$ cat src/rtl/rv_decode_pkg.sv
// rv_decode_pkg: shared RV32 opcodes, decoded-op enum, immediate selector and decode bundle.
package rv_decode_pkg;

    localparam logic [6:0] OPC_LOAD     = 7'b0000011;
    localparam logic [6:0] OPC_MISC_MEM = 7'b0001111;
    localparam logic [6:0] OPC_OP_IMM   = 7'b0010011;
    localparam logic [6:0] OPC_AUIPC    = 7'b0010111;
    localparam logic [6:0] OPC_STORE    = 7'b0100011;
    localparam logic [6:0] OPC_OP       = 7'b0110011;
    localparam logic [6:0] OPC_LUI      = 7'b0110111;
    localparam logic [6:0] OPC_BRANCH   = 7'b1100011;
    localparam logic [6:0] OPC_JALR     = 7'b1100111;
    localparam logic [6:0] OPC_JAL      = 7'b1101111;
    localparam logic [6:0] OPC_SYSTEM   = 7'b1110011;

    typedef enum logic [5:0] {
        OP_ILLEGAL, OP_LUI, OP_AUIPC, OP_JAL, OP_JALR,
        OP_BEQ, OP_BNE, OP_BLT, OP_BGE, OP_BLTU, OP_BGEU,
        OP_LB, OP_LH, OP_LW, OP_LBU, OP_LHU,
        OP_SB, OP_SH, OP_SW,
        OP_ADDI, OP_SLTI, OP_SLTIU, OP_XORI, OP_ORI, OP_ANDI, OP_SLLI, OP_SRLI, OP_SRAI,
        OP_ADD, OP_SUB, OP_SLL, OP_SLT, OP_SLTU, OP_XOR, OP_SRL, OP_SRA, OP_OR, OP_AND,
        OP_MUL, OP_MULH, OP_MULHSU, OP_MULHU, OP_DIV, OP_DIVU, OP_REM, OP_REMU,
        OP_FENCE, OP_ECALL, OP_EBREAK
    } op_e;

    typedef enum logic [2:0] {IMM_NONE, IMM_I, IMM_SH, IMM_S, IMM_B, IMM_U, IMM_J} imm_sel_e;

    typedef struct packed {
        op_e         op;
        logic [4:0]  rd;
        logic [4:0]  rs1;
        logic [4:0]  rs2;
        logic [31:0] imm;
        logic        wr_valid;
        logic        illegal;
    } dec_t;

    function automatic logic [31:0] imm_gen(input logic [31:0] i, input imm_sel_e s);
        return s == IMM_I  ? {{20{i[31]}}, i[31:20]} :
               s == IMM_SH ? {27'd0, i[24:20]} :
               s == IMM_S  ? {{20{i[31]}}, i[31:25], i[11:7]} :
               s == IMM_B  ? {{20{i[31]}}, i[7], i[30:25], i[11:8], 1'b0} :
               s == IMM_U  ? {i[31:12], 12'd0} :
               s == IMM_J  ? {{12{i[31]}}, i[19:12], i[20], i[30:21], 1'b0} : 32'd0;
    endfunction

endpackage

$ cat src/rtl/rv_decode_if.sv
// rv_decode_if: fetch-side and execute-side handshake bundle of the decode stage.
interface rv_decode_if;
    import rv_decode_pkg::*;

    logic        in_valid;
    logic        in_ready;
    logic [31:0] in_instr;
    logic [31:0] in_pc;
    logic        out_valid;
    logic        out_ready;
    logic [31:0] out_pc;
    op_e         out_op;
    logic [4:0]  out_rd;
    logic [4:0]  out_rs1;
    logic [4:0]  out_rs2;
    logic [31:0] out_imm;
    logic        out_wr_valid;
    logic        out_illegal;

    modport master (
        output in_valid, in_instr, in_pc, out_ready,
        input  in_ready, out_valid, out_pc, out_op, out_rd, out_rs1, out_rs2,
               out_imm, out_wr_valid, out_illegal
    );

    modport slave (
        input  in_valid, in_instr, in_pc, out_ready,
        output in_ready, out_valid, out_pc, out_op, out_rd, out_rs1, out_rs2,
               out_imm, out_wr_valid, out_illegal
    );

endinterface

$ cat src/rtl/rv_decode_comb.sv
// rv_decode_comb: combinational RV32I(+M) instruction decoder with precise illegal detection.
module rv_decode_comb
    import rv_decode_pkg::*;
#(
    parameter bit EN_M = 1'b0
) (
    input  logic [31:0] instr,
    output dec_t        dec
);

    logic [6:0] opc;
    logic [2:0] f3;
    logic [6:0] f7;
    op_e        op;
    imm_sel_e   sel;
    logic       wr;

    assign opc = instr[6:0];
    assign f3  = instr[14:12];
    assign f7  = instr[31:25];

    // Every legal opcode ends in 2'b11, so matching the full opcode also rejects compressed encodings.
    always_comb begin
        op = OP_ILLEGAL;
        case (opc)
            OPC_LUI:      op = OP_LUI;
            OPC_AUIPC:    op = OP_AUIPC;
            OPC_JAL:      op = OP_JAL;
            OPC_JALR:     op = f3 == 3'b000 ? OP_JALR : OP_ILLEGAL;
            OPC_BRANCH:
                case (f3)
                    3'b000:  op = OP_BEQ;
                    3'b001:  op = OP_BNE;
                    3'b100:  op = OP_BLT;
                    3'b101:  op = OP_BGE;
                    3'b110:  op = OP_BLTU;
                    3'b111:  op = OP_BGEU;
                    default: op = OP_ILLEGAL;
                endcase
            OPC_LOAD:
                case (f3)
                    3'b000:  op = OP_LB;
                    3'b001:  op = OP_LH;
                    3'b010:  op = OP_LW;
                    3'b100:  op = OP_LBU;
                    3'b101:  op = OP_LHU;
                    default: op = OP_ILLEGAL;
                endcase
            OPC_STORE:
                case (f3)
                    3'b000:  op = OP_SB;
                    3'b001:  op = OP_SH;
                    3'b010:  op = OP_SW;
                    default: op = OP_ILLEGAL;
                endcase
            OPC_OP_IMM:
                case (f3)
                    3'b000:  op = OP_ADDI;
                    3'b010:  op = OP_SLTI;
                    3'b011:  op = OP_SLTIU;
                    3'b100:  op = OP_XORI;
                    3'b110:  op = OP_ORI;
                    3'b111:  op = OP_ANDI;
                    3'b001:  op = f7 == 7'b0000000 ? OP_SLLI : OP_ILLEGAL;
                    default: op = f7 == 7'b0000000 ? OP_SRLI : f7 == 7'b0100000 ? OP_SRAI : OP_ILLEGAL;
                endcase
            OPC_OP:
                if (f7 == 7'b0000000)
                    case (f3)
                        3'b000:  op = OP_ADD;
                        3'b001:  op = OP_SLL;
                        3'b010:  op = OP_SLT;
                        3'b011:  op = OP_SLTU;
                        3'b100:  op = OP_XOR;
                        3'b101:  op = OP_SRL;
                        3'b110:  op = OP_OR;
                        default: op = OP_AND;
                    endcase
                else if (f7 == 7'b0100000)
                    op = f3 == 3'b000 ? OP_SUB : f3 == 3'b101 ? OP_SRA : OP_ILLEGAL;
                else if (EN_M && f7 == 7'b0000001)
                    op = op_e'(6'(OP_MUL) + {3'd0, f3});
            OPC_MISC_MEM: op = f3 == 3'b000 ? OP_FENCE : OP_ILLEGAL;
            OPC_SYSTEM:   op = instr == 32'h0000_0073 ? OP_ECALL :
                               instr == 32'h0010_0073 ? OP_EBREAK : OP_ILLEGAL;
            default:      op = OP_ILLEGAL;
        endcase
    end

    assign sel = op == OP_ILLEGAL                    ? IMM_NONE :
                 opc == OPC_LUI || opc == OPC_AUIPC  ? IMM_U :
                 opc == OPC_JAL                      ? IMM_J :
                 opc == OPC_BRANCH                   ? IMM_B :
                 opc == OPC_STORE                    ? IMM_S :
                 opc == OPC_JALR || opc == OPC_LOAD  ? IMM_I :
                 opc == OPC_OP_IMM                   ? (f3[1:0] == 2'b01 ? IMM_SH : IMM_I) : IMM_NONE;

    assign wr = op != OP_ILLEGAL && (opc == OPC_LUI || opc == OPC_AUIPC || opc == OPC_JAL ||
                opc == OPC_JALR || opc == OPC_LOAD || opc == OPC_OP_IMM || opc == OPC_OP);

    assign dec.op       = op;
    assign dec.rd       = instr[11:7];
    assign dec.rs1      = instr[19:15];
    assign dec.rs2      = instr[24:20];
    assign dec.imm      = imm_gen(instr, sel);
    assign dec.wr_valid = wr && instr[11:7] != 5'd0;
    assign dec.illegal  = op == OP_ILLEGAL;

endmodule

$ cat src/rtl/rv_decode_stage.sv
// rv_decode_stage: registered, handshaked RV32 decode stage with optional skid buffer,
// flush and saturating decode/illegal event counters.
module rv_decode_stage
    import rv_decode_pkg::*;
#(
    parameter bit EN_M    = 1'b0,
    parameter bit EN_SKID = 1'b1,
    parameter int CNT_W   = 16
) (
    input  logic             clk,
    input  logic             rst,
    input  logic             flush,
    rv_decode_if.slave       bus,
    output logic [CNT_W-1:0] dec_count,
    output logic [CNT_W-1:0] ill_count
);

    dec_t        dec;
    dec_t        out_d;
    dec_t        skid_d;
    logic [31:0] out_pc;
    logic [31:0] skid_pc;
    logic        out_valid;
    logic        skid_valid;
    logic        accept;
    logic        drain;

    rv_decode_comb #(.EN_M(EN_M)) u_comb (
        .instr (bus.in_instr),
        .dec   (dec)
    );

    // With the skid buffer in_ready depends only on the skid register, never on out_ready.
    assign bus.in_ready = EN_SKID ? !skid_valid : !out_valid || bus.out_ready;
    assign accept       = bus.in_valid && bus.in_ready && !flush;
    assign drain        = !out_valid || bus.out_ready;

    always_ff @(posedge clk) begin
        if (rst) begin
            out_valid  <= 1'b0;
            skid_valid <= 1'b0;
            out_d      <= '0;
            skid_d     <= '0;
            out_pc     <= '0;
            skid_pc    <= '0;
        end else if (flush) begin
            out_valid  <= 1'b0;
            skid_valid <= 1'b0;
        end else if (drain) begin
            out_valid  <= skid_valid || accept;
            skid_valid <= skid_valid && accept;
            if (skid_valid) begin
                out_d  <= skid_d;
                out_pc <= skid_pc;
            end else if (accept) begin
                out_d  <= dec;
                out_pc <= bus.in_pc;
            end
            if (skid_valid && accept) begin
                skid_d  <= dec;
                skid_pc <= bus.in_pc;
            end
        end else if (accept && EN_SKID) begin
            skid_valid <= 1'b1;
            skid_d     <= dec;
            skid_pc    <= bus.in_pc;
        end
    end

    always_ff @(posedge clk) begin
        if (rst) begin
            dec_count <= '0;
            ill_count <= '0;
        end else if (accept) begin
            dec_count <= dec_count + {{(CNT_W-1){1'b0}}, ~&dec_count};
            ill_count <= ill_count + {{(CNT_W-1){1'b0}}, dec.illegal && ~&ill_count};
        end
    end

    assign bus.out_valid    = out_valid;
    assign bus.out_pc       = out_pc;
    assign bus.out_op       = out_d.op;
    assign bus.out_rd       = out_d.rd;
    assign bus.out_rs1      = out_d.rs1;
    assign bus.out_rs2      = out_d.rs2;
    assign bus.out_imm      = out_d.imm;
    assign bus.out_wr_valid = out_d.wr_valid;
    assign bus.out_illegal  = out_d.illegal;

endmodule
$ cat src/flat_wrapper.sv
// flat-port wrapper written by rule: the top's interface ports become plain ports
module rv_decode_stage_flat import rv_decode_pkg::*;
#(
    parameter bit EN_M    = 1'b0,
    parameter bit EN_SKID = 1'b1,
    parameter int CNT_W   = 16
)
  (clk, rst, flush, dec_count, ill_count, bus_in_valid, bus_in_instr, bus_in_pc, bus_out_ready, bus_in_ready, bus_out_valid, bus_out_pc, bus_out_op, bus_out_rd, bus_out_rs1, bus_out_rs2, bus_out_imm, bus_out_wr_valid, bus_out_illegal);
  rv_decode_if bus_i ();
  input  logic clk;
  input  logic rst;
  input  logic flush;
  output logic [CNT_W-1:0] dec_count;
  output logic [CNT_W-1:0] ill_count;
  input wire logic [$bits(bus_i.in_valid)-1:0] bus_in_valid;
  input wire logic [$bits(bus_i.in_instr)-1:0] bus_in_instr;
  input wire logic [$bits(bus_i.in_pc)-1:0] bus_in_pc;
  input wire logic [$bits(bus_i.out_ready)-1:0] bus_out_ready;
  output wire logic [$bits(bus_i.in_ready)-1:0] bus_in_ready;
  output wire logic [$bits(bus_i.out_valid)-1:0] bus_out_valid;
  output wire logic [$bits(bus_i.out_pc)-1:0] bus_out_pc;
  output wire logic [$bits(bus_i.out_op)-1:0] bus_out_op;
  output wire logic [$bits(bus_i.out_rd)-1:0] bus_out_rd;
  output wire logic [$bits(bus_i.out_rs1)-1:0] bus_out_rs1;
  output wire logic [$bits(bus_i.out_rs2)-1:0] bus_out_rs2;
  output wire logic [$bits(bus_i.out_imm)-1:0] bus_out_imm;
  output wire logic [$bits(bus_i.out_wr_valid)-1:0] bus_out_wr_valid;
  output wire logic [$bits(bus_i.out_illegal)-1:0] bus_out_illegal;
  assign bus_i.in_valid = bus_in_valid;
  assign bus_i.in_instr = bus_in_instr;
  assign bus_i.in_pc = bus_in_pc;
  assign bus_i.out_ready = bus_out_ready;
  assign bus_in_ready = bus_i.in_ready;
  assign bus_out_valid = bus_i.out_valid;
  assign bus_out_pc = bus_i.out_pc;
  assign bus_out_op = bus_i.out_op;
  assign bus_out_rd = bus_i.out_rd;
  assign bus_out_rs1 = bus_i.out_rs1;
  assign bus_out_rs2 = bus_i.out_rs2;
  assign bus_out_imm = bus_i.out_imm;
  assign bus_out_wr_valid = bus_i.out_wr_valid;
  assign bus_out_illegal = bus_i.out_illegal;
  rv_decode_stage #(.EN_M(EN_M), .EN_SKID(EN_SKID), .CNT_W(CNT_W)) u_core (.clk(clk), .rst(rst), .flush(flush), .bus(bus_i), .dec_count(dec_count), .ill_count(ill_count));
endmodule
$ cat config.mk
export PLATFORM = sky130hd
export DESIGN_NAME = rv_decode_stage_flat
export DESIGN_NICKNAME = d
export VERILOG_FILES = /design/src/rtl/rv_decode_pkg.sv /design/src/rtl/rv_decode_if.sv /design/src/rtl/rv_decode_comb.sv /design/src/rtl/rv_decode_stage.sv /design/src/flat_wrapper.sv
export SDC_FILE = /design/constraint.sdc
export NUM_CORES = 1
export LEC_CHECK = 0
export BUFFER_PORTS_ARGS = -buffer_cell sky130_fd_sc_hd__clkbuf_2
export CORE_ASPECT_RATIO = 0.75
export CORE_MARGIN = 2
export CORE_UTILIZATION = 40
export CTS_BUF_LIST = sky130_fd_sc_hd__clkbuf_8
export CTS_CLUSTER_SIZE = 25
export DETAILED_ROUTE_END_ITERATION = 7
export SETUP_SLACK_MARGIN = 0.3
export SYNTH_ARGS = -nofsm -noshare
export SYNTH_HDL_FRONTEND = slang
export SYNTH_SLANG_ARGS = --single-unit
$ cat constraint.sdc
create_clock -name clk -period 5.3 [get_ports clk]
set_input_delay 1.06 -clock clk [delete_from_list [all_inputs] [get_ports clk]]
set_output_delay 1.06 -clock clk [all_outputs]
set_load 0.05 [all_outputs]
==> results.toml, run 1 <==
[synth]
syn_nets = 1232
synth_edf_count = 0
async_reset_ff_share_pct = 0
synth.avg_cell_area_um2 = 8.24
ys_seq_elements = 208
ys.flop_type = "dfxtp_1"
ys_seq_area_share_pct = 43.6
syn_area_um2 = 9550
syn_inst = 1159
yosysWarnings = 0
yosysUniqueCellTypes = 64

[timing]
fmax_mhz = 240
relSlewSlack_pct = 33.1
finalHoldWorstSlack_ps = 452
finalSetupTns_ps = 0
finalCritPeriodShare_pct = 78.7
worst_slew_pin_slew_ps = 990
setup_viol = 0
rsz0062_at_grt = "no"
setup_ws_ps = 1130
hold_viol = 0
clock_skew_ps = 26.6
min_period_ps = 4170
slew_violations = 0

[global_route]
grt_most_used_layer = "met1"
grt_pass1_wl_mm = 44.2
grt_use_met1_pct = 33.4
grt_max_degree = 116
first_global_vias = 7945
grt_util_met2_pct = 30.7
use_met3_pct = 5.42
track_usage_pct = 22.0
grt_overflow = 0
antenna_found_initial = 1

[finish]
syn_to_final_growth_pct = 18.3
multiInputGateArea_um2 = 4960
fillerInstances = 2338
final_nets = 1376
register_area_um2 = 4170
finalCoreUtilization_pct = 48.6
drive_gt1_share_pct = 20.9

[hold_path]
hold_depth = 2
min-delay-start = "u_core.skid_pc[21]"
hold_path.class = "reg -> reg"

[setup_path]
critPathMaxFanout = 13
critPathCapture = "u_core.ill_count[14]"
startpoint = "bus_in_instr[2]"
cp-end-kind = "flip-flop"
cp-start-kind = "primary input"
r2r-start = "u_core.skid_valid"
rrSetupSlack_ps = 2260
r2r-end = "u_core.bus.out_imm[8]"
r2r_cells = 7
crit_arrival_ps = 4600
worstPathRequired_ps = 5730
path_class = "in -> reg"

[cts]
ctsHoldBuffers = 0
max-clock-path-buffers = 3
cts_tree = "yes"
insertion_delay_ps = 520
clkTransAtPathRegs_ps = 60
cts_setup_buffers = 0
cts_sinks = 208
ctsResizeCount = 0
cts-htree-levels = 2
numCtsBuffers = 36
ctsRootBufferMaster = "clkbuf_8"

[drt]
dr.pass1.iters = 5
num_vias = 8860
drt_iter0_drc = 570
vias_per_cell = 5.44
drt_wl_total_mm = 28.5
routedWlPerCell_um = 17.5
route.detailed.drc = 0
antenna_left = 0

[placed_design]
routabilityCongestion = 0.912
pre_cts_ws_ps = 636
portBuffers = 189
hpwl_mm = 18.9

[floorplan]
dieArea_um2 = 25100
ios = 190
start_util_pct = 41.1
die_y_um = 138
rows = 48
coreArea_um2 = 23200
fp.dieW_um = 182

[pwr]
total_power_mw = 3.47
pwr_density_cell_nw_per_um2 = 308
peakVddDrop_uv = 145
leakagePower_nw = 4.27

[flow_run]
maxCapViolCount = 0

[status]
status = "finished, final reports clean"
## synthesized netlist by cell type, types with 6 or more instances
library cell | n | area share [%]
o211ai_1 | 6 | 0.47
a311oi_1 | 9 | 0.83
a221oi_1 | 7 | 0.64
nand2b_1 | 9 | 0.59
o2bb2ai_1 | 6 | 0.55
xor2_1 | 18 | 1.7
buf_2 | 9 | 0.47
nor2_1 | 172 | 6.8
clkbuf_1 | 74 | 2.9
xnor2_1 | 6 | 0.55
a211oi_1 | 76 | 6.0
inv_1 | 6 | 0.24
nor3_1 | 34 | 1.8
and2_1 | 8 | 0.52
a221oi_2 | 10 | 1.6
mux2i_1 | 58 | 6.1
nand2_1 | 159 | 6.3
nor4_1 | 7 | 0.46
nand3_1 | 18 | 0.94
and3_1 | 15 | 0.98
nor2b_1 | 8 | 0.52
dfxtp_1 | 208 | 44
o21ai_0 | 45 | 2.4
buf_1 | 8 | 0.31
or3_1 | 9 | 0.59
a21oi_1 | 94 | 4.9
nand4_1 | 15 | 0.98
## power by group
group	switching, mW	internal [mW]
sequential	0.0248	1.61
combinational	0.310	0.108
clock	0.644	0.780
## per-stage QoR
stage | instance area, um^2 | cells
after floorplan | 9550 | 1159
after global placement | 10600 | 1565
after detailed placement | 10600 | 1565
after CTS | 11300 | 1628
after global routing | 11300 | 1628
final | 11300 | 1629
## per-layer routing
layer	part of all wire (%)	wire length [um]
met2	41	11700
met1	50	14200
met5	0	0
met3	7.7	2210
met4	1.3	384
## flip-flops by register name (all words and copies together), names as in the netlist, 5 cells and up
name	count
u_core.skid_pc	32
u_core.bus.out_op	6
u_core.bus.out_imm	32
u_core.ill_count	16
u_core.bus.out_rd	5
u_core.bus.out_pc	32
u_core.bus.out_rs2	5
u_core.skid_d	55
u_core.bus.out_rs1	5
u_core.dec_count	16
## logic make-up (layout without fill, tap and decap cells)
logic type	count (synthesis)	in the layout	synth area share, %
and+or+nand+nor	473	473	22.4
AOI/OAI and AO/OA	287	287	20.4
DFF	208	208	43.6
buffers and inverters	104	273	4.64
muxes	58	58	6.08
xor gates and xnor gates	24	24	2.20
adders and majority gates	5	5	0.629
other	0	1	0
## cells in the final DEF (no fill, tap or decap), types with 3 or more instances in the layout
cell	synthesis	routed
a211oi_1	76	76
a21oi_1	94	94
a221oi_1	7	7
a221oi_2	10	10
a22oi_1	4	4
a2bb2oi_1	4	4
a311oi_1	9	9
a32oi_1	3	3
and2_1	8	7
and3_1	15	15
and3b_1	3	3
buf_4	2	14
clkbuf_2	0	188
clkbuf_8	0	46
dfxtp_1	208	207
ha_1	4	4
inv_1	6	19
mux2i_1	58	58
nand2_1	159	158
nand2b_1	9	9
nand3_1	18	18
nand4_1	15	15
nor2_1	172	172
nor2b_1	8	8
nor3_1	34	33
nor4_1	7	7
o211ai_1	6	6
o21ai_0	45	44
o2bb2ai_1	6	6
or3_1	9	9
xnor2_1	6	6
xor2_1	18	18
## worst min path at each step
stage | endpoint
floorplan | u_core.skid_d[33]
global placement | u_core.skid_d[33]
detailed placement | u_core.bus.out_op[2]
CTS | u_core.skid_d[35]
global route | u_core.skid_pc[3]
finish | u_core.skid_pc[21]
## worst max-delay path, stage by stage
cell and delay, ps:
clkbuf_2 220, and4bb_1 380, nand3_4 180, a211oi_1 70, a311oi_1 370, nand4_1 280, or4_4 600, nor2_1 120
ha_1 180, ha_1 200, nand3_1 100, or3_1 400, or3_1 330, a21oi_1 140
## final cells by class
cell class | count | share of cell area, %
antenna | 1 | 0.0222
clock buffer | 46 | 5.61
clock inverter | 17 | 0.676
inverter | 7 | 0.233
multi-input combinational | 847 | 43.9
sequential | 208 | 36.9
tap | 300 | 3.32
timing repair buffer | 203 | 9.36
(Power assumes the default switching activity.)
==> run 2, diff against run 1 <==
- ABC_AREA: unset -> 1
- clock period: 5.3 -> 3.9 ns (I/O delays scaled with it)
==> run 2 against run 1 <==
- clock skew shrank 18 ps
- register-to-register slack worse by 940 ps
- die area grew 6.7%
- synthesized area rose by 6.9%
- clock-buffer cell count increased by 2
- flip-flop and latch count unchanged
- sequential share of layout area down 3.1 points
- core utilization rose by 0.74 points
- non-clock buffer count increased by 30
- sequential power increased by 34%
==> results.toml, run 2 <==
[floorplan]
dieArea_um2 = 26800
die_y_um = 142
fp.dieW_um = 188
start_util_pct = 40.8
coreArea_um2 = 25000
rows = 50
ios = 190

[finish]
drive_gt1_share_pct = 22.6
fillerInstances = 2663
fin_area_um2 = 12300
syn_to_final_growth_pct = 21.0
final_nets = 1731
regMostFlops = "u_core.skid_d"
layout_commonest_cell = "nand2_1"
final_cell_mix = "264 x nand2_1, 207 x dfxtp_1, 190 x nor2_1"
antenna_cells = 0
largest_register_ffs = 55

[synth]
synth_top_area_share_pct = 40.8
synth_xor_area_share_pct = 0.0858
ys_seq_area_share_pct = 40.8
yosys-mux-area-fraction_pct = 0
synth.avg_cell_area_um2 = 6.91
syn_nets = 1550
synthAdderAreaFrac_pct = 0.490
synth.top_cells.by_area = "dfxtp_1 41%, nand2_1 9.8%, nor2_1 7.3%, o21ai_0 7.2%, a21oi_1 6.8%"
synthMostInstantiatedCell = "nand2_1"
synth_compound_area_share_pct = 21.9
synth_top_area_cell = "dfxtp_1"
synth_top_family_by_area = "simple AND/OR/NAND/NOR gates"
ys_seq_elements = 208
syn_inst = 1477
yosysUniqueCellTypes = 46
ys.flop_type = "dfxtp_1"
synth_edf_count = 0
synthSimpleGateAreaFrac_pct = 27.3
syn_area_um2 = 10200
yosysWarnings = 0
synthTopCellsByCount = "267 x nand2_1, 208 x dfxtp_1, 199 x nor2_1"
async_reset_ff_share_pct = 0

[drt]
dr_wl_met2_mm = 12.9
dr.pass1.iters = 8
met3_length_mm = 2.38
routed.top_layer = "met5"
route.detailed.drc = 0
num_vias = 10400
routedWlPerCell_um = 15.9
drt_iter0_drc = 819
antenna_left = 0
drt_wl_total_mm = 32.2
vias_per_cell = 5.14
wl_met1_mm = 16.2

[setup_path]
r2r_cells = 18
crit_arrival_ps = 3690
cp-end-kind = "flip-flop"
cp-start-kind = "primary input"
path_class = "in -> reg"
worstPathRequired_ps = 4310
critPathMaxFanout = 6

[cts]
cts_sinks = 208
clkTransAtPathRegs_ps = 60
max-clock-path-buffers = 3
numCtsBuffers = 37
cts-htree-levels = 2
ctsRootBufferMaster = "clkbuf_8"
cts_tree = "yes"
insertion_delay_ps = 520

[pwr]
peakVddDrop_uv = 221
leakagePower_nw = 5.89
total_power_mw = 4.68
pwr_density_cell_nw_per_um2 = 379

[timing]
fmax_mhz = 304
setup_ws_ps = 613
slew_violations = 0
hold_viol = 0
worst_slew_pin_slew_ps = 994
clock_skew_ps = 8.87
relSlewSlack_pct = 33.7
rsz0062_at_grt = "no"
finalCritPeriodShare_pct = 84.3
min_period_ps = 3290
setup_viol = 0

[global_route]
track_usage_pct = 23.4
antenna_found_initial = 1
grt_overflow = 0
first_global_vias = 9154
grt_pass1_wl_mm = 50.4
grt_max_degree = 100

[flow_run]
maxCapViolCount = 0

[placed_design]
placed_area_um2 = 11500
portBuffers = 189
pre_cts_ws_ps = -40.9
hpwl_mm = 22.1
routabilityCongestion = 0.946

[status]
status = "finished, final reports clean"

[hold_path]
hold_path.class = "reg -> reg"
hold_depth = 2
-- run 2: cell types whose count changed after synthesis, moves of 37 or more --
cell      before  now
a31oi_1        2   48
o21ai_0       45  147
mux2i_1       58    0
nand2_1      159  267
inv_1          6  128
o21ai_1        0   37
a21oi_1       94  139
a211oi_1      76    1
-- run 2: per-layer routing --
layer,up-vias,track usage (%)
met3,49,4.34
met2,360,32.9
li1,5275,-
met4,2,6.13
met1,4706,36.1
met5,-,0
-- run 2: logic make-up (layout without fill, tap and decap cells) --
kind of cell / after synthesis / count (layout)
compound gates: 412 / 412
flops: 208 / 208
xor+xnor: 1 / 1
buf+inv: 236 / 442
fa+ha+maj: 4 / 4
simple gates: 616 / 617
-- run 2: area by class of cell --
type / count / area [um^2] / area share [%]
Clock buffer: 48 / 661 / 5.35
Timing Repair Buffer: 233 / 1310 / 10.6
Clock inverter: 17 / 78.8 / 0.639
Tap cell: 338 / 423 / 3.43
Sequential cell: 208 / 4170 / 33.8
Inverter: 144 / 542 / 4.39
Multi-Input combinational cell: 1034 / 5170 / 41.9
-- run 2: power breakdown --
group,internal [mW],switching [mW]
sequential,2.17,0.0209
combinational,0.130,0.350
clock,1.10,0.908
total,3.40,1.28
-- run 2: timing repair --
item,in CTS,in global routing
endpoints found under the setup margin,0,2
gates resized for setup,0,28
hold buffers,0,0
setup buffers,0,2
-- run 2: worst max-delay path, cell delays in order --
cell and delay (ps):
clkbuf_2 170, inv_2 70, nand3b_1 150, nor2_1 70, nor2_1 160, nand3_1 100
nor2_1 170, nand3_2 120, nor2_2 110, nand3_2 130, nor2_2 130, ha_2 190
nand3_1 90, nor2_2 130, nand2_2 90, nor2_4 130, nand2_1 90, nor3_2 200
nand2_1 90, nor2_2 100, nand2_1 90, nor2_2 100, nand2_1 70, o21ai_1 110
a21oi_1 60
-- run 2: per-stage QoR --
stage / std cells / hold WS (ps) / util, % / TNS, ps
6_report: 2022 / 463 / 49.3 / 0
5_1_grt: 2022 / 480 / 49.3 / 0
4_1_cts: 2019 / 467 / 48.9 / 0
3_5_place_dp: 1954 / 458 / 46.0 / -40.9
3_3_place_gp: 1954 / 453 / 46.0 / 0
2_1_floorplan: 1477 / 447 / - / 0
-- run 2: path summary, 6_finish.rpt --
path | startpoint | endpoint | slack (ps)
worst max-delay path | bus_in_instr[6] | u_core.ill_count[15] | 610
worst min-delay path | u_core.bus.out_imm[27] | u_core.bus.out_imm[27] | 460
worst max register to register | u_core.ill_count[9] | u_core.ill_count[14] | 1320
worst min register to register | u_core.bus.out_imm[27] | u_core.bus.out_imm[27] | 460
